<file path="src/rtl/regfile_write_arbiter.sv">
// Round-robin (optional req0 priority) arbiter for the register-file write port; outputs registered, 1 cycle.
// Backpressure: at most one req_ready bit per cycle, all low while Resetn is asserted; losers hold their request.
module regfile_write_arbiter #(
  parameter int NUM_REQ = 2,
  parameter int CNT_W   = 16
) (
  input  logic                    Clk,
  input  logic                    Resetn,
  input  logic [NUM_REQ-1:0]      req_valid,
  input  logic [5*NUM_REQ-1:0]    req_rw,
  input  logic [32*NUM_REQ-1:0]   req_data,
  output logic [NUM_REQ-1:0]      req_ready,
  input  logic                    prio_en,
  output logic                    RegWr,
  output logic [4:0]              RW,
  output logic [31:0]             BusW,
  output logic [CNT_W-1:0]        wr_count,
  output logic [CNT_W-1:0]        drop_count
);

  localparam int PTR_W = 2;

  logic [PTR_W-1:0]   rr_ptr_q, rr_ptr_d;
  logic               regwr_q, regwr_d;
  logic [4:0]         rw_q, rw_d;
  logic [31:0]        busw_q, busw_d;
  logic [CNT_W-1:0]   wr_cnt_q, wr_cnt_d;
  logic [CNT_W-1:0]   drop_cnt_q, drop_cnt_d;

  logic [NUM_REQ-1:0] gnt;
  logic               gnt_any;
  logic               found;
  logic [PTR_W-1:0]   gnt_idx;
  logic [4:0]         sel_rw;
  logic [31:0]        sel_data;
  logic               sel_r0;

  // Offset k from rr_ptr is searched in order; requester i sits at offset k when rr_ptr == (i-k) mod NUM_REQ.
  always_comb begin
    gnt   = '0;
    found = 1'b0;
    if (prio_en && req_valid[0]) begin
      gnt[0] = 1'b1;
    end else begin
      for (int k = 0; k < NUM_REQ; k++) begin
        for (int i = 0; i < NUM_REQ; i++) begin
          if (!found && req_valid[i] &&
              rr_ptr_q == PTR_W'((i - k + NUM_REQ) % NUM_REQ)) begin
            gnt[i] = 1'b1;
            found  = 1'b1;
          end
        end
      end
    end
  end

  always_comb begin
    gnt_idx  = '0;
    sel_rw   = '0;
    sel_data = '0;
    for (int i = 0; i < NUM_REQ; i++) begin
      if (gnt[i]) begin
        gnt_idx  = PTR_W'(i);
        sel_rw   = req_rw[5*i +: 5];
        sel_data = req_data[32*i +: 32];
      end
    end
  end

  assign gnt_any   = |gnt;
  assign sel_r0    = (sel_rw == 5'd0);
  assign req_ready = Resetn ? gnt : '0;

  // R0 targets complete the handshake but never raise RegWr; they are counted as drops instead.
  always_comb begin
    rr_ptr_d   = rr_ptr_q;
    regwr_d    = 1'b0;
    rw_d       = rw_q;
    busw_d     = busw_q;
    wr_cnt_d   = wr_cnt_q;
    drop_cnt_d = drop_cnt_q;
    if (gnt_any) begin
      rr_ptr_d = (gnt_idx == PTR_W'(NUM_REQ - 1)) ? '0 : gnt_idx + PTR_W'(1);
      rw_d     = sel_rw;
      busw_d   = sel_data;
      if (sel_r0) begin
        drop_cnt_d = drop_cnt_q + CNT_W'(1);
      end else begin
        regwr_d  = 1'b1;
        wr_cnt_d = wr_cnt_q + CNT_W'(1);
      end
    end
  end

  always_ff @(posedge Clk or negedge Resetn) begin
    if (!Resetn) begin
      rr_ptr_q   <= '0;
      regwr_q    <= 1'b0;
      rw_q       <= '0;
      busw_q     <= '0;
      wr_cnt_q   <= '0;
      drop_cnt_q <= '0;
    end else begin
      rr_ptr_q   <= rr_ptr_d;
      regwr_q    <= regwr_d;
      rw_q       <= rw_d;
      busw_q     <= busw_d;
      wr_cnt_q   <= wr_cnt_d;
      drop_cnt_q <= drop_cnt_d;
    end
  end

  assign RegWr      = regwr_q;
  assign RW         = rw_q;
  assign BusW       = busw_q;
  assign wr_count   = wr_cnt_q;
  assign drop_count = drop_cnt_q;

endmodule

</file>
<file path="config.mk">
export PLATFORM = sky130hd
export DESIGN_NAME = regfile_write_arbiter
export DESIGN_NICKNAME = d
export VERILOG_FILES = /design/src/rtl/regfile_write_arbiter.sv
export SDC_FILE = /design/constraint.sdc
export NUM_CORES = 1
export LEC_CHECK = 0
export BUFFER_PORTS_ARGS = -buffer_cell sky130_fd_sc_hd__buf_2
export CAP_MARGIN = 20
export CORE_UTILIZATION = 42
export CTS_CLUSTER_SIZE = 30
export DETAILED_ROUTE_END_ITERATION = 12
export PLACE_DENSITY = 0.76
export SETUP_SLACK_MARGIN = 0.3
export SLEW_MARGIN = 20
export SYNTH_ARGS = -nofsm -noshare
export SYNTH_HDL_FRONTEND = slang
export SYNTH_SLANG_ARGS = --single-unit
export TNS_END_PERCENT = 30
</file>
<file path="constraint.sdc">
create_clock -name Clk -period 1.6 [get_ports Clk]
set_input_delay 0.08 -clock Clk [delete_from_list [all_inputs] [get_ports Clk]]
set_output_delay 0.08 -clock Clk [all_outputs]
set_load 0.01 [all_outputs]
</file>
# After elaboration in Yosys (flattened, before gate mapping)
# Index checks and enable logic that the tools add are counted.
[op_classes] n_reduce_logical=16 n_mux=20 n_bitwise=1 add_sub_neg=3 n_eq_ne=2
[ops] op="2-to-1 mux 32 bit" n=2
[ops] op="adder 16 x 1 -> 16 bit (second input constant)" n=2
[ops] op="2-to-1 mux 1 bit" n=14
[ops] op="2-to-1 mux 5 bit" n=2
[ops] op="logical AND 1 bit" n=8
[ops] op="logical NOT 5 bit" n=1
[ops] op="== test 2 x 1 -> 1 bit (second input constant)" n=2
[ops] op="2-to-1 mux 2 bit" n=2
[ops] op="AND reduction 2 bit" n=2
[ops] op="logical NOT 1 bit" n=3
[ops] op="adder 2 x 1 -> 2 bit (second input constant)" n=1
[ops] op="logical NOT 2 bit" n=1
[ops] op="OR reduction 2 bit" n=1
[ops] op="inverter 1 bit" n=1
[word_totals] output_inout_bits=72 reg_bits=72 elab_cells=48 in_bits=79

# Logic depth before layout (Yosys ltp)
[depth] depth_word=23 ltp_mapped=8 mapped_depth_nobuf=6

# Worst setup path after synthesis
# OpenSTA, ideal clock, no wires.
[synth_path] kind="register -> register" startpoint="register rr_ptr_q[0]" endpoint="register wr_cnt_q[13], in the netlist wr_count[13]" path_buffers=2 stages_incl_launch_ff=8 arrival_time_ns=1.537 slack_ns=-0.017 cell_sequence="dfrtp_1 -> and2b_1 -> o21ai_0 -> o22a_1 -> buf_4 -> buf_2 -> nor4_1 -> xnor2_1"
[synth_between] elab_chain_cells=23
[synth_rtl] item="start, declared" line_no="23" text="logic [PTR_W-1:0] rr_ptr_q, rr_ptr_d;"
[synth_rtl] item="start signal, assigned" line_no="104" text="rr_ptr_q <= rr_ptr_d;"
[synth_rtl] item="logical NOT 2 bit" line_no="48" text="rr_ptr_q == PTR_W'((i - k + NUM_REQ) % NUM_REQ)) begin"
[synth_rtl] item="logical AND 1 bit" line_no="47" text="if (!found && req_valid[i] &&"
[synth_rtl] item="2-to-1 mux 1 bit" line_no="47"
[synth_rtl] item="2-to-1 mux 1 bit" line_no="42" text="if (prio_en && req_valid[0]) begin"
[synth_rtl] item="logical NOT 1 bit" line_no="47"
[synth_rtl] item="logical AND 1 bit (2 in series)" line_no="47"
[synth_rtl] item="2-to-1 mux 1 bit" line_no="47"
[synth_rtl] item="2-to-1 mux 1 bit" line_no="42"
[synth_rtl] item="[5 not listed]"
[synth_rtl] item="logical NOT 1 bit" line_no="47"
[synth_rtl] item="logical AND 1 bit (2 in series)" line_no="47"
[synth_rtl] item="2-to-1 mux 1 bit" line_no="47"
[synth_rtl] item="2-to-1 mux 1 bit" line_no="42"
[synth_rtl] item="2-to-1 mux 5 bit" line_no="62" text="if (gnt[i]) begin"
[synth_rtl] item="logical NOT 5 bit" line_no="71" text="assign sel_r0 = (sel_rw == 5'd0);"
[synth_rtl] item="inverter 1 bit (no line)"
[synth_rtl] item="AND reduction 2 bit (no line) (*)"
[synth_rtl] item="end signal, assigned" line_no="108" text="wr_cnt_q <= wr_cnt_d;"
[synth_rtl] item="end, declared" line_no="27" text="logic [CNT_W-1:0] wr_cnt_q, wr_cnt_d;"
# Mark *: on every way between the ends. The rest lies on a longest branch, timed or not. The select of a mux whose other input is x is not followed.
# A chain may end at the register's enable or synchronous reset.

# Final worst setup path
[layout_path] startpoint="register rr_ptr_q[0]" endpoint="register wr_cnt_q[11], in the netlist wr_count[11]"
# The elaborated chain is that of the path after synthesis.

==> impl_metrics.ini <==
[run_status]
status = finished with violations
violations = negative setup slack

[sta]
rsz0062_at_grt = yes
slew_headroom = 0.4696
fmax_ghz = 0.6013
finalSetupViolCount = 10
finClkSkew_ns = 0.005806
min_period_ns = 1.663
worst_slack_ns = -0.06313
tightest_slew_ns = 0.7926
finalMaxSlewViolations = 0
fin_crit_sh = 1.039
tns_ns = -0.4612
hold_viol_final = 0

[worst_setup_path]
cp-end-kind = flip-flop
critPathRequiredTime_ns = 1.86
cpMostUsedCell = buf_12
worst_setup_path_start_kind = flip-flop
max_stage_delay_ns = 0.38
critical_path.startpoint = rr_ptr_q[0]$_DFFE_PN0P_
crit_fanout = 8
crit_type = reg -> reg
reg2reg_depth = 7
crit_slowest_cell = dfrtp_1
worstReg2RegStart = rr_ptr_q[0]$_DFFE_PN0P_
arrival_ns = 1.93
path_cells = and2b_1, o21ai_1, o22a_1, buf_12, buf_12, nor4b_2, xor2_1

[global_route]
grt_pass1_wl_mm = 15.67
gr-usage-met1 = 0.2798
overflow = 0
use_met2 = 0.4436
grt_pass1_vias = 3271
busiest_layer = met2
grt_max_degree = 71
antenna_found_initial = 0
met3_usage = 0.06345
grt_usage = 0.2469

[yosys]
synth.net_count = 379
syn_inst = 298
syn-cell-area_um2 = 3238
yosysWarnings = 0
ys_types = 34
syn_avg_cell_area_um2 = 10.87
ys_ff_latch = 71
seq_area_frac_synth = 0.5487

[floorplanning]
start_util = 0.4394
die_x_um = 89.81
core_um2 = 7370
fp.dieH_um = 89.81
rows = 31
boundaryPins = 151
dieArea_um2 = 8065

[detailed_routing]
routedWlPerCell_um = 17.06
vias = 3208
drc = 0
drt_iter0_drc = 121
postRouteAntennaNets = 0
vias_per_cell = 5.108
drt_first_pass_iters = 5
wl_mm = 10.71

[cells_and_area]
final_nets = 606
n_antenna_cell = 0
areaGrowthSynthToFinish_pct = 74.03
drive_above_1_share = 0.5482
final_cell_mix = buf_2, dfrtp_1, dlygate4sd3_1
layout_commonest_cell = buf_2

[power]
power_w = 0.005651
p_leak_nw = 2.912
power_density_nw_per_um2 = 1003
peakVddDrop_uv = 1055

[placement]
portBuffers = 150
finalWeightedCongestion = 0.8227
hpwl_mm = 5.848

[cts]
cts.sinks = 71
cts_root_buffer = clkbuf_8
path_clk_slew_ns = 0.07
h-tree-depth = 3
cts_tree = built
clock_latency_ns = 0.34
cts_buffers = 9
cts_max_path_buffers = 2

[min_path]
hold_class = in -> reg
hp-start = req_data[34]
hold_depth = 3

[job]
drv_cap = 0
[repair_timing]
| item | in CTS | in global routing |
|---|---|---|
| gates cloned | 0 | 6 |
| gates resized for setup | 89 | 65 |
| hold buffers | 43 | 0 |
| endpoints found under the hold margin | 108 | 0 |
| pin swaps | 53 | 55 |
| endpoints found under the setup margin | 71 | 71 |
| setup buffers | 6 | 2 |
[final timing paths]
check | end | slack, ns
max in group asynchronous | drop_count[1]$_DFFE_PN0P_ | 0.91
hold / removal | BusW[2]$_DFFE_PN0P_ | 0.03
setup reg to reg | wr_count[11]$_DFFE_PN0P_ | -0.06
hold reg to reg | drop_count[8]$_DFFE_PN0P_ | 0.49
min in group asynchronous | rr_ptr_q[0]$_DFFE_PN0P_ | 0.11
setup / recovery | wr_count[11]$_DFFE_PN0P_ | -0.06
[sequential cells by signal (all words and copies together) (netlist names)]
register    cells
drop_count     16
BusW           32
wr_count       16
RegWr           1
RW              5
rr_ptr_q        1
[critical path, delay by kind of cell, from the launching register on]
| family | cells | cell delay [ns] |
|---|---|---|
| simple gates | 2 | 0.46 |
| flops | 1 | 0.38 |
| compound gates | 2 | 0.31 |
| buf+inv | 2 | 0.29 |
| xor+xnor | 1 | 0.17 |
[cells in the mapped netlist, drive strengths merged]
master,count,area (um^2)
nand4,7,43.79
o211ai,1,7.510
o21a,1,7.510
nor2,5,18.77
nand3,8,40.04
ha,2,25.02
and4,3,26.28
nand3b,2,15.01
and2b,1,7.510
nor4b,3,26.28
dfrtp,71,1777
mux2,1,11.26
nor3,11,60.06
nand2,44,165.2
inv,11,43.80
a222oi,5,50.05
and3,4,25.02
xnor2,14,122.6
buf,7,41.29
o21ai,35,175.2
o22a,1,8.760
clkbuf,7,26.28
or4,2,15.01
mux2i,32,320.3
xor2,16,140.1
nor4,3,33.78
a21oi,1,5.000
[layer usage]
layer	vias to the layer above	part of all wire
met1	1569	0.39
met5	-	0
met4	0	0.022
met2	113	0.55
met3	21	0.045
li1	1505	-
[stage by stage]
stage	utilization	area, um^2	instances	worst slack (ns)	hold slack [ns]
after floorplan	-	3299	298	0.1169	-0.2156
after global placement	0.5890	4340	556	-0.08063	-0.1096
after detailed placement	0.5890	4340	556	-0.2521	-0.1060
after CTS	0.7161	5278	620	-0.07313	0.0008185
after global routing	0.7647	5635	628	-0.1486	0.02156
final	0.7647	5635	628	-0.06313	0.02730
[kinds of logic after synthesis]
kind of cell | synth area share
AOI/OAI and AO/OA | 0.07844
adders and majority gates | 0.007727
DFF | 0.5487
xor gates and xnor gates | 0.08114
buffers and inverters | 0.03439
muxes | 0.1024
and+or+nand+nor | 0.1472
[area by class of cell]
type | instances | area, um^2
well taps | 99 | 123.9
fillers | 477 | 1734
clock inverters | 4 | 22.52
repair buffers | 230 | 1668
clock buffers | 11 | 141.4
multi-input cells | 202 | 1849
inverters | 11 | 48.80
flip-flops and latches | 71 | 1782
[power breakdown]
part / switching (W) / internal, W
logic: 0.00105 / 0.000972
clock network: 0.000658 / 0.000589
registers: 0.000269 / 0.00211
total: 0.00198 / 0.00367
Note: power is estimated with default switching activity, not from simulation.
